File: config.mk
export PLATFORM = sky130hd
export DESIGN_NAME = sweep_sampler
export DESIGN_NICKNAME = d
export VERILOG_FILES = /design/src/rtl/sweep_sampler_pkg.sv /design/src/rtl/sweep_hold_timer.sv /design/src/rtl/sweep_sampler.sv
export SDC_FILE = /design/constraint.sdc
export NUM_CORES = 1
export LEC_CHECK = 0
export CORE_UTILIZATION = 48
export CTS_CLUSTER_DIAMETER = 40
export DETAILED_ROUTE_END_ITERATION = 7
export PLACE_DENSITY_LB_ADDON = 0.15
export SLEW_MARGIN = 20
export SYNTH_ARGS = -nofsm -noshare
export SYNTH_HDL_FRONTEND = slang
export SYNTH_SLANG_ARGS = --single-unit
export TNS_END_PERCENT = 50
File: constraint.sdc
create_clock -name iClock -period 2 [get_ports iClock]
set_input_delay 0.3 -clock iClock [delete_from_list [all_inputs] [get_ports iClock]]
set_output_delay 0.3 -clock iClock [all_outputs]
set_load 0.02 [all_outputs]
File: src/rtl/sweep_sampler_pkg.sv
// rtl/sweep_sampler_pkg.sv - shared state encoding and address stepping for the sweep sampler
package sweep_sampler_pkg;

    localparam int STATE_W = 2;

    typedef enum logic [STATE_W-1:0] {
        IDLE   = 2'b00,
        SAMPLE = 2'b01,
        HOLD   = 2'b10,
        DONE   = 2'b11
    } state_t;

    // Steps an address by one in the given direction, wrapping modulo 2^width.
    // Carried at 64 bits so any address width up to 64 can share one helper.
    function automatic logic [63:0] next_addr(input logic [63:0] cur,
                                              input logic        down,
                                              input int unsigned width);
        logic [63:0] mask;
        mask = (width >= 64) ? '1 : ((64'd1 << width) - 64'd1);
        return (down ? (cur - 64'd1) : (cur + 64'd1)) & mask;
    endfunction

endpackage

File: src/rtl/sweep_hold_timer.sv
// rtl/sweep_hold_timer.sv - loadable down-counter timing the extra cycles spent on one address
module sweep_hold_timer
    import sweep_sampler_pkg::*;
#(
    parameter int HOLD_W = 8
) (
    input  logic              iClock,
    input  logic              iReset,
    input  logic              load,
    input  logic [HOLD_W-1:0] value,
    output logic              expired
);

    logic [HOLD_W-1:0] count;

    // Load the remaining hold length, then count down and park at zero.
    always_ff @(posedge iClock) begin
        if (iReset) begin
            count <= '0;
        end else if (load) begin
            count <= value;
        end else if (count != '0) begin
            count <= count - HOLD_W'(1);
        end
    end

    // A count of one marks the final hold cycle of the current address.
    assign expired = (count == HOLD_W'(1));

endmodule

File: src/rtl/sweep_sampler.sv
// rtl/sweep_sampler.sv - address sweep generator with hold, re-sweep, abort; SWEEP_SAMPLER_BIDIR_EN enables down-sweeps
module sweep_sampler
    import sweep_sampler_pkg::*;
#(
    parameter int ADDR_W = 16,
    parameter int HOLD_W = 8,
    parameter int PASS_W = 8
) (
    input  logic              iClock,
    input  logic              iReset,
    input  logic              iStartSignal,
    input  logic              iAbort,
    input  logic [ADDR_W-1:0] iStartAddr,
    input  logic [ADDR_W-1:0] iEndAddr,
    input  logic [HOLD_W-1:0] iHoldCycles,
    input  logic              iContinuous,
    output logic [ADDR_W-1:0] oAddress,
    output logic              oSampleStrobe,
    output logic              oBusy,
    output logic              oFinished,
    output logic [PASS_W-1:0] oPassCount
);

    state_t            state;
    state_t            state_next;

    logic [ADDR_W-1:0] start_q;
    logic [ADDR_W-1:0] end_q;
    logic [HOLD_W-1:0] hold_q;
    logic              down_q;
    logic              down_d;

    logic [ADDR_W-1:0] addr_d;
    logic              cfg_load;
    logic              timer_load;
    logic              timer_expired;
    logic              advance;
    logic              pass_inc;

`ifdef SWEEP_SAMPLER_BIDIR_EN
    assign down_d = (iEndAddr < iStartAddr);
`else
    assign down_d = 1'b0;
`endif

    sweep_hold_timer #(
        .HOLD_W (HOLD_W)
    ) u_hold_timer (
        .iClock  (iClock),
        .iReset  (iReset),
        .load    (timer_load),
        .value   (hold_q - HOLD_W'(1)),
        .expired (timer_expired)
    );

    // State register.
    always_ff @(posedge iClock) begin
        if (iReset) begin
            state <= IDLE;
        end else begin
            state <= state_next;
        end
    end

    // Next state, next address and datapath strobes; abort overrides everything.
    always_comb begin
        state_next = state;
        addr_d     = oAddress;
        cfg_load   = 1'b0;
        timer_load = 1'b0;
        advance    = 1'b0;
        pass_inc   = 1'b0;

        case (state)
            IDLE: begin
                if (iStartSignal) begin
                    state_next = SAMPLE;
                    addr_d     = iStartAddr;
                    cfg_load   = 1'b1;
                end
            end
            SAMPLE: begin
                if (hold_q > HOLD_W'(1)) begin
                    state_next = HOLD;
                    timer_load = 1'b1;
                end else begin
                    advance = 1'b1;
                end
            end
            HOLD: begin
                if (timer_expired) begin
                    advance = 1'b1;
                end
            end
            DONE: begin
                if (iContinuous) begin
                    state_next = SAMPLE;
                    addr_d     = start_q;
                end else begin
                    state_next = IDLE;
                end
            end
            default: begin
                state_next = IDLE;
            end
        endcase

        if (advance) begin
            if (oAddress == end_q) begin
                state_next = DONE;
            end else begin
                state_next = SAMPLE;
                addr_d     = ADDR_W'(next_addr(64'(oAddress), down_q, ADDR_W));
            end
        end

        if (iAbort && (state != IDLE)) begin
            state_next = IDLE;
            addr_d     = oAddress;
            timer_load = 1'b0;
        end

        pass_inc = (state_next == DONE);
    end

    // Registered outputs follow the next state; configuration latches on start.
    always_ff @(posedge iClock) begin
        if (iReset) begin
            oAddress      <= '0;
            oSampleStrobe <= 1'b0;
            oBusy         <= 1'b0;
            oFinished     <= 1'b0;
            oPassCount    <= '0;
            start_q       <= '0;
            end_q         <= '0;
            hold_q        <= HOLD_W'(1);
            down_q        <= 1'b0;
        end else begin
            oAddress      <= addr_d;
            oSampleStrobe <= (state_next == SAMPLE);
            oBusy         <= (state_next != IDLE);
            oFinished     <= (state_next == DONE);
            if (cfg_load) begin
                start_q    <= iStartAddr;
                end_q      <= iEndAddr;
                hold_q     <= (iHoldCycles == '0) ? HOLD_W'(1) : iHoldCycles;
                down_q     <= down_d;
                oPassCount <= '0;
            end else if (pass_inc && (oPassCount != '1)) begin
                oPassCount <= oPassCount + PASS_W'(1);
            end
        end
    end

endmodule

==> flow_summary.ini, run 1 <==
[status]
status = finished, violations left
violations = negative setup slack

[clock_tree]
cts_tree = done
clk_latency_ns = 0.35
clkTransAtPathRegs_ns = 0.09
cts_hold_buf = 0
cts-root-buf = clkbuf_8
htree_levels = 3
cts_buffer_depth = 2
clkSinkCount = 77
cts_buffers = 9

[sta]
hold_viol = 0
fin_skew_ns = 0.0177
setup_viol_count_final = 21
tns_ns = -1.42
slew_headroom_pct = 71.4
rsz0062_at_grt = true
tightest_slew_ns = 0.428
finalCriticalPeriod_ns = 2.15
fin_ws_ns = -0.149
finalCritPeriodShare_pct = 107
maxSlewViolCount = 0
fmax_mhz = 465

[power_and_ir_drop]
ir_worst_vdd_uv = 624
power_leakage_nw = 2.36
p_per_area_nw_per_um2 = 1280

[flow_run]
maxCapViolations = 0

[synth]
synth.distinct_cells = 61
syn_nets = 599
ys_ff_latch = 77
syn-cell-area_um2 = 4160
synth.largest_area_cell = dfxtp_1
synth_top_area_share_pct = 37.1
synth-seq-area-share_pct = 37.1
synth_most_common_cell = nand2_1
synth_area_leaders = dfxtp_1, nand2_1, a21oi_1
syn_avg_cell_area_um2 = 7.65
synthArstFlopShare_pct = 0
synth_common_cells = nand2_1, dfxtp_1, a21oi_1, nor2_1, clkbuf_1
synth_flop_cell = dfxtp_1
synth_edf_count = 0
syn_inst = 543
synth_warnings = 0

[setup_path]
crit_path_end_kind = flop
rr_worst_depth = 6
cp_data_required_time_ns = 2.29
worstPathArrival_ns = 2.44
worstSetupStartpointType = flop
critical_path_class = flop to flop
path_max_fanout = 5

[place]
place_ws_ns = -0.350
place.gp.congestion = 0.879
io_buffers = 71
dpl.hpwl_um = 9170

[finish]
area_growth_pct = 50.6
n_antenna_cell = 0
multi_input_area_um2 = 2780
fillers = 619
seqCellArea_um2 = 1570
nets = 743
drive_gt1_share_pct = 27.7

[grt]
antenna_found_initial = 0
grt_pass1_vias = 4454
grt_max_degree = 32
grt_first_pass_wirelength_um = 21100
grt_overflow = 0
grt_usage_pct = 30.4

[floorplan]
die_h_um = 95.1
placementRows = 33
die_w_um = 95.1
coreArea_um2 = 8300
initial_core_util_pct = 50.1
num_io_pins = 72
die_area_um2 = 9040

[route]
dr.first_iter.drc_count = 291
wirelength_um = 13200
drc = 0
drt.antenna.violating_nets = 0
vias = 4551
vias_per_cell = 5.71
first_pass_iters = 5
wl_per_cell_um = 16.5

[worst_hold_path]
min_path_cells = 3
hold_class = primary input to flop
registers in the layout, indices dropped and copies added (netlist names), 2 cells and up:
signal              count
end_q                  16
hold_q                  8
oPassCount              8
state                   2
start_q                16
u_hold_timer.count      8
oAddress               16
routing by layer:
layer | global-route usage (%) | up-vias | share of wire, %
met5 | 0 | - | 0
met4 | 14.1 | 0 | 2.7
met3 | 6.30 | 32 | 5.0
met2 | 52.6 | 156 | 51
met1 | 35.9 | 2139 | 41
li1 | - | 2224 | -
timing repair:
action	CTS	global route
pin swaps	17	23
setup buffers	9	2
resized for setup	29	42
endpoints found under the hold margin	0	0
setup endpoints to repair	24	25
gates cloned	2	0
layout by cell type, fill, tap and decap left out, drive strengths merged, types with 3 or more instances in the layout:
cell	instances
a211oi	6
a21oi	76
a221oi	4
a22oi	7
a31oi	7
a41o	3
and2	3
and3	4
buf	93
bufinv	3
clkbuf	12
clkdlybuf4s50	70
dfxtp	77
ha	11
inv	17
mux2i	9
nand2	119
nand3	9
nand3b	3
nand4	7
nor2	31
nor3	12
nor3b	3
nor4	9
o21a	3
o21ai	18
o31ai	6
o32ai	4
or3	6
or4	8
xnor2	19
xor2	5
path summary, 6_finish.rpt:
kind	start	endpoint	slack (ns)
worst min register to register	start_q[1]	start_q[1]	0.46
worst min-delay path	iReset	hold_q[0]	0.42
worst max-delay path	hold_q[7]	oPassCount[3]	-0.15
worst max register to register	hold_q[7]	oPassCount[3]	-0.15
area by class of cell:
| type | instances | share of cell area [%] |
|---|---|---|
| multi-input combinational | 419 | 44.4 |
| inverter | 17 | 1.02 |
| sequential | 77 | 25.1 |
| timing repair buffer | 163 | 23.3 |
| tap | 105 | 2.10 |
| clock inverter | 4 | 1.52 |
| clock buffer | 12 | 2.48 |
critical path, cell delays in order, from the launching register on:
cell	delay, ns
dfxtp_2	0.32
or3_4	0.43
nor4_4	0.36
a2bb2oi_4	0.27
mux2i_4	0.13
or4_4	0.44
a21oi_2	0.14
cell families (layout without fill, tap and decap cells):
logic type | Yosys count | count (layout) | share of synthesized area, %
buffers and inverters | 49 | 196 | 4.67
adder cells (fa/ha/maj) | 11 | 11 | 3.31
AND/OR/NAND/NOR | 223 | 223 | 25.4
AO/OA/AOI/OAI | 150 | 150 | 22.2
multiplexers | 9 | 11 | 2.32
flip-flops | 77 | 77 | 37.1
XOR/XNOR | 24 | 24 | 5.06
through the flow:
step	total power, mW	cells	util (%)	cell area (um^2)	hold WS [ns]
after global routing	8.48	797	75.4	6260	0.468
after CTS	7.73	795	73.2	6070	0.404
after detailed placement	5.91	768	67.2	5580	0.448
after floorplan	4.38	543	-	4250	0.436
final	7.99	797	75.4	6260	0.424
after global placement	5.80	768	67.2	5580	0.441
power by group:
part	internal, mW	switching, mW
clock	0.897	0.558
combinational	2.04	2.38
sequential	1.89	0.225
total	4.83	3.17
Note: power is estimated with default switching activity, not from simulation.
==> run 2: changes to the inputs <==
--- a/config.mk
+++ b/config.mk
@@ -5,7 +5,7 @@
 export SDC_FILE = /design/constraint.sdc
 export NUM_CORES = 1
 export LEC_CHECK = 0
-export CORE_UTILIZATION = 48
+export CORE_UTILIZATION = 53
 export CTS_CLUSTER_DIAMETER = 40
 export DETAILED_ROUTE_END_ITERATION = 7
 export PLACE_DENSITY_LB_ADDON = 0.15
==> constraint.sdc (replaced) <==
create_clock -name iClock -period 1.99 [get_ports iClock]
set_input_delay 0.2985 -clock iClock [delete_from_list [all_inputs] [get_ports iClock]]
set_output_delay 0.2985 -clock iClock [all_outputs]
set_load 0.02 [all_outputs]
==> run 2 against run 1 <==
The flow still finishes with violations (negative setup slack). Clock skew decreased by 0.0068 ns. Global-route usage increased by 3.4 points. Routed wire length increased by 15%. Maximum frequency decreased by 5.9%. Power increased by 3.8%. Largest cell class unchanged.
==> flow_summary.ini, run 2 (same netlist as run 1, synthesis figures left out) <==
[clock_tree]
cts_buffer_depth = 2
cts_buffers = 9
htree_levels = 3
cts-root-buf = clkbuf_8
clk_latency_ns = 0.35
cts_hold_buf = 0
cts_tree = done
clkTransAtPathRegs_ns = 0.08
clkSinkCount = 77

[setup_path]
cp_top_family = simple AND/OR/NAND/NOR gates
r2r-end = oPassCount[4]
path_depth = 6
reg2reg_from = hold_q[3]
crit_path_end_kind = flop
cp_data_required_time_ns = 2.27
cp_num_buf_inv = 0
cp_cell_sequence = or3_4 > nor4_4 > a2bb2oi_4 > mux2i_4 > or4_1 > a21oi_1
critical_path_class = flop to flop
rrSetupSlack_ns = -0.29
rr_worst_depth = 6
worstPathArrival_ns = 2.56
worstSetupStartpointType = flop
critPathMaxStageDelay_ns = 0.46
path_max_fanout = 7
cpMaxStageDelayCell = or4_1

[power_and_ir_drop]
internal_power_mw = 4.91
switching_share_pct = 40.8
combPwrFrac_pct = 56.1
clkPwrFrac_pct = 18.1
ir_worst_vdd_uv = 708
p_sw_mw = 3.39
power_frac_seq_pct = 25.8
power.total_mw = 8.30
power_leakage_nw = 2.38
p_per_area_nw_per_um2 = 1310

[finish]
fin_area_um2 = 6340
drive_gt1_share_pct = 28.4
final_cell_mix = nand2_1, buf_4, clkdlybuf4s50_1
n_antenna_cell = 0
nets = 745
final_common_cell = nand2_1
area_growth_pct = 52.5
fillers = 406
reg_top3 = end_q x16, oAddress x16, start_q x16

[status]
status = finished, violations left
violations = negative setup slack

[grt]
grt_first_pass_wirelength_um = 22100
grt_max_degree = 28
grt_usage_pct = 33.8
grt_pass1_vias = 4716
grt_overflow = 0
antenna_found_initial = 0

[worst_hold_path]
min_path_cells = 2
hold_class = primary input to flop
holdCritStartpoint = iReset
hold_path_end = end_q[5]

[route]
wirelength_um = 15200
dr.first_iter.drc_count = 482
drc = 0
wl_per_cell_um = 19.1
drt.antenna.violating_nets = 0
first_pass_iters = 5
vias_per_cell = 6.22
vias = 4923

[floorplan]
placementRows = 31
die_area_um2 = 8200
initial_core_util_pct = 56.1
num_io_pins = 72
die_h_um = 90.6
die_w_um = 90.6
coreArea_um2 = 7410

[sta]
slew_headroom_pct = 66.5
tightest_slew_ns = 0.499
hold_viol = 0
fmax_mhz = 438
maxSlewViolCount = 0
fin_ws_ns = -0.293
tns_ns = -3.76
whs_ns = 0.383
fin_skew_ns = 0.0108
setup_viol_count_final = 27
finalCriticalPeriod_ns = 2.28
rsz0062_at_grt = true
finalCritPeriodShare_pct = 115

[place]
placed_area_um2 = 5540
place.gp.congestion = 0.880
dpl.hpwl_um = 8960
io_buffers = 71

[flow_run]
maxCapViolations = 0
## run 2: changes by cell type in the layout (fill, tap and decap cells not counted), moves of 3 or more
| cell | before | now |
|---|---|---|
| xnor2_1 | 14 | 18 |
| o31ai_2 | 4 | 1 |
| dfxtp_2 | 19 | 16 |
| o21ai_1 | 8 | 5 |
| o31ai_1 | 2 | 5 |
| nor4_2 | 1 | 4 |
| nor4_1 | 6 | 3 |
| xnor2_2 | 5 | 1 |
| buf_6 | 7 | 11 |
## run 2: area by class of cell
| type | instances | area, um^2 | share of cell area, % |
|---|---|---|---|
| clock buffer | 12 | 166 | 2.62 |
| inverter | 17 | 66.3 | 1.05 |
| multi-input combinational | 419 | 2860 | 45.0 |
| tap | 99 | 124 | 1.95 |
| sequential | 77 | 1570 | 24.8 |
| timing repair buffer | 165 | 1470 | 23.1 |
| clock inverter | 3 | 90.1 | 1.42 |
## run 2: power by group through the flow
| stage | clock network [mW] | registers (mW) | logic [mW] |
|---|---|---|---|
| CTS | 1.51 | 2.11 | 4.12 |
| detailed placement | 0 | 2.13 | 3.74 |
| finish | 1.50 | 2.14 | 4.66 |
| global route | 1.58 | 2.17 | 4.93 |
| floorplan | 0 | 2.34 | 2.07 |
| global placement | 0 | 2.11 | 3.65 |
## run 2: through the flow
step / util, % / std cells / setup slack (ns)
after floorplan: - / 543 / -0.0212
after global placement: 74.8 / 761 / -0.265
after detailed placement: 74.8 / 761 / -0.334
after CTS: 81.4 / 782 / -0.0884
after global routing: 85.6 / 792 / -0.318
final: 85.6 / 792 / -0.293
## run 2: how the worst max path moves through the flow
stage / startpoint / slack (ns) / endpoint
finish: hold_q[3] / -0.29 / oPassCount[4]
global route: hold_q[3] / -0.32 / oPassCount[4]
CTS: u_hold_timer.count[5] / -0.09 / oPassCount[3]
detailed placement: iStartSignal / -0.33 / oPassCount[1]
global placement: iStartSignal / -0.26 / oPassCount[1]
floorplan: u_hold_timer.count[5] / -0.02 / oAddress[13]
## run 2: worst reg2reg max path, stage by stage, from the launching register on
cell	delay, ns
dfxtp_2	0.32
or3_4	0.44
nor4_4	0.44
a2bb2oi_4	0.23
mux2i_4	0.15
or4_1	0.46
a21oi_1	0.18
## run 2: routing by layer
layer  vias to the layer above  share of wire, %  wire length [um]  GRT usage [%]
li1                       2223                 -                 -              -
met1                      2299                37              5590           38.3
met2                       313                50              7540           60.5
met3                        88               7.9              1190           5.56
met4                         0               5.4               826           17.9
met5                         -                 0                 0              0
## run 2: what timing repair did
| item | in CTS | in global routing |
|---|---|---|
| endpoints found under the setup margin | 25 | 35 |
| cloned | 2 | 0 |
| resized for setup | 36 | 51 |
| pin swaps | 21 | 30 |
| endpoints found under the hold margin | 0 | 0 |
| buffers inserted | 4 | 10 |
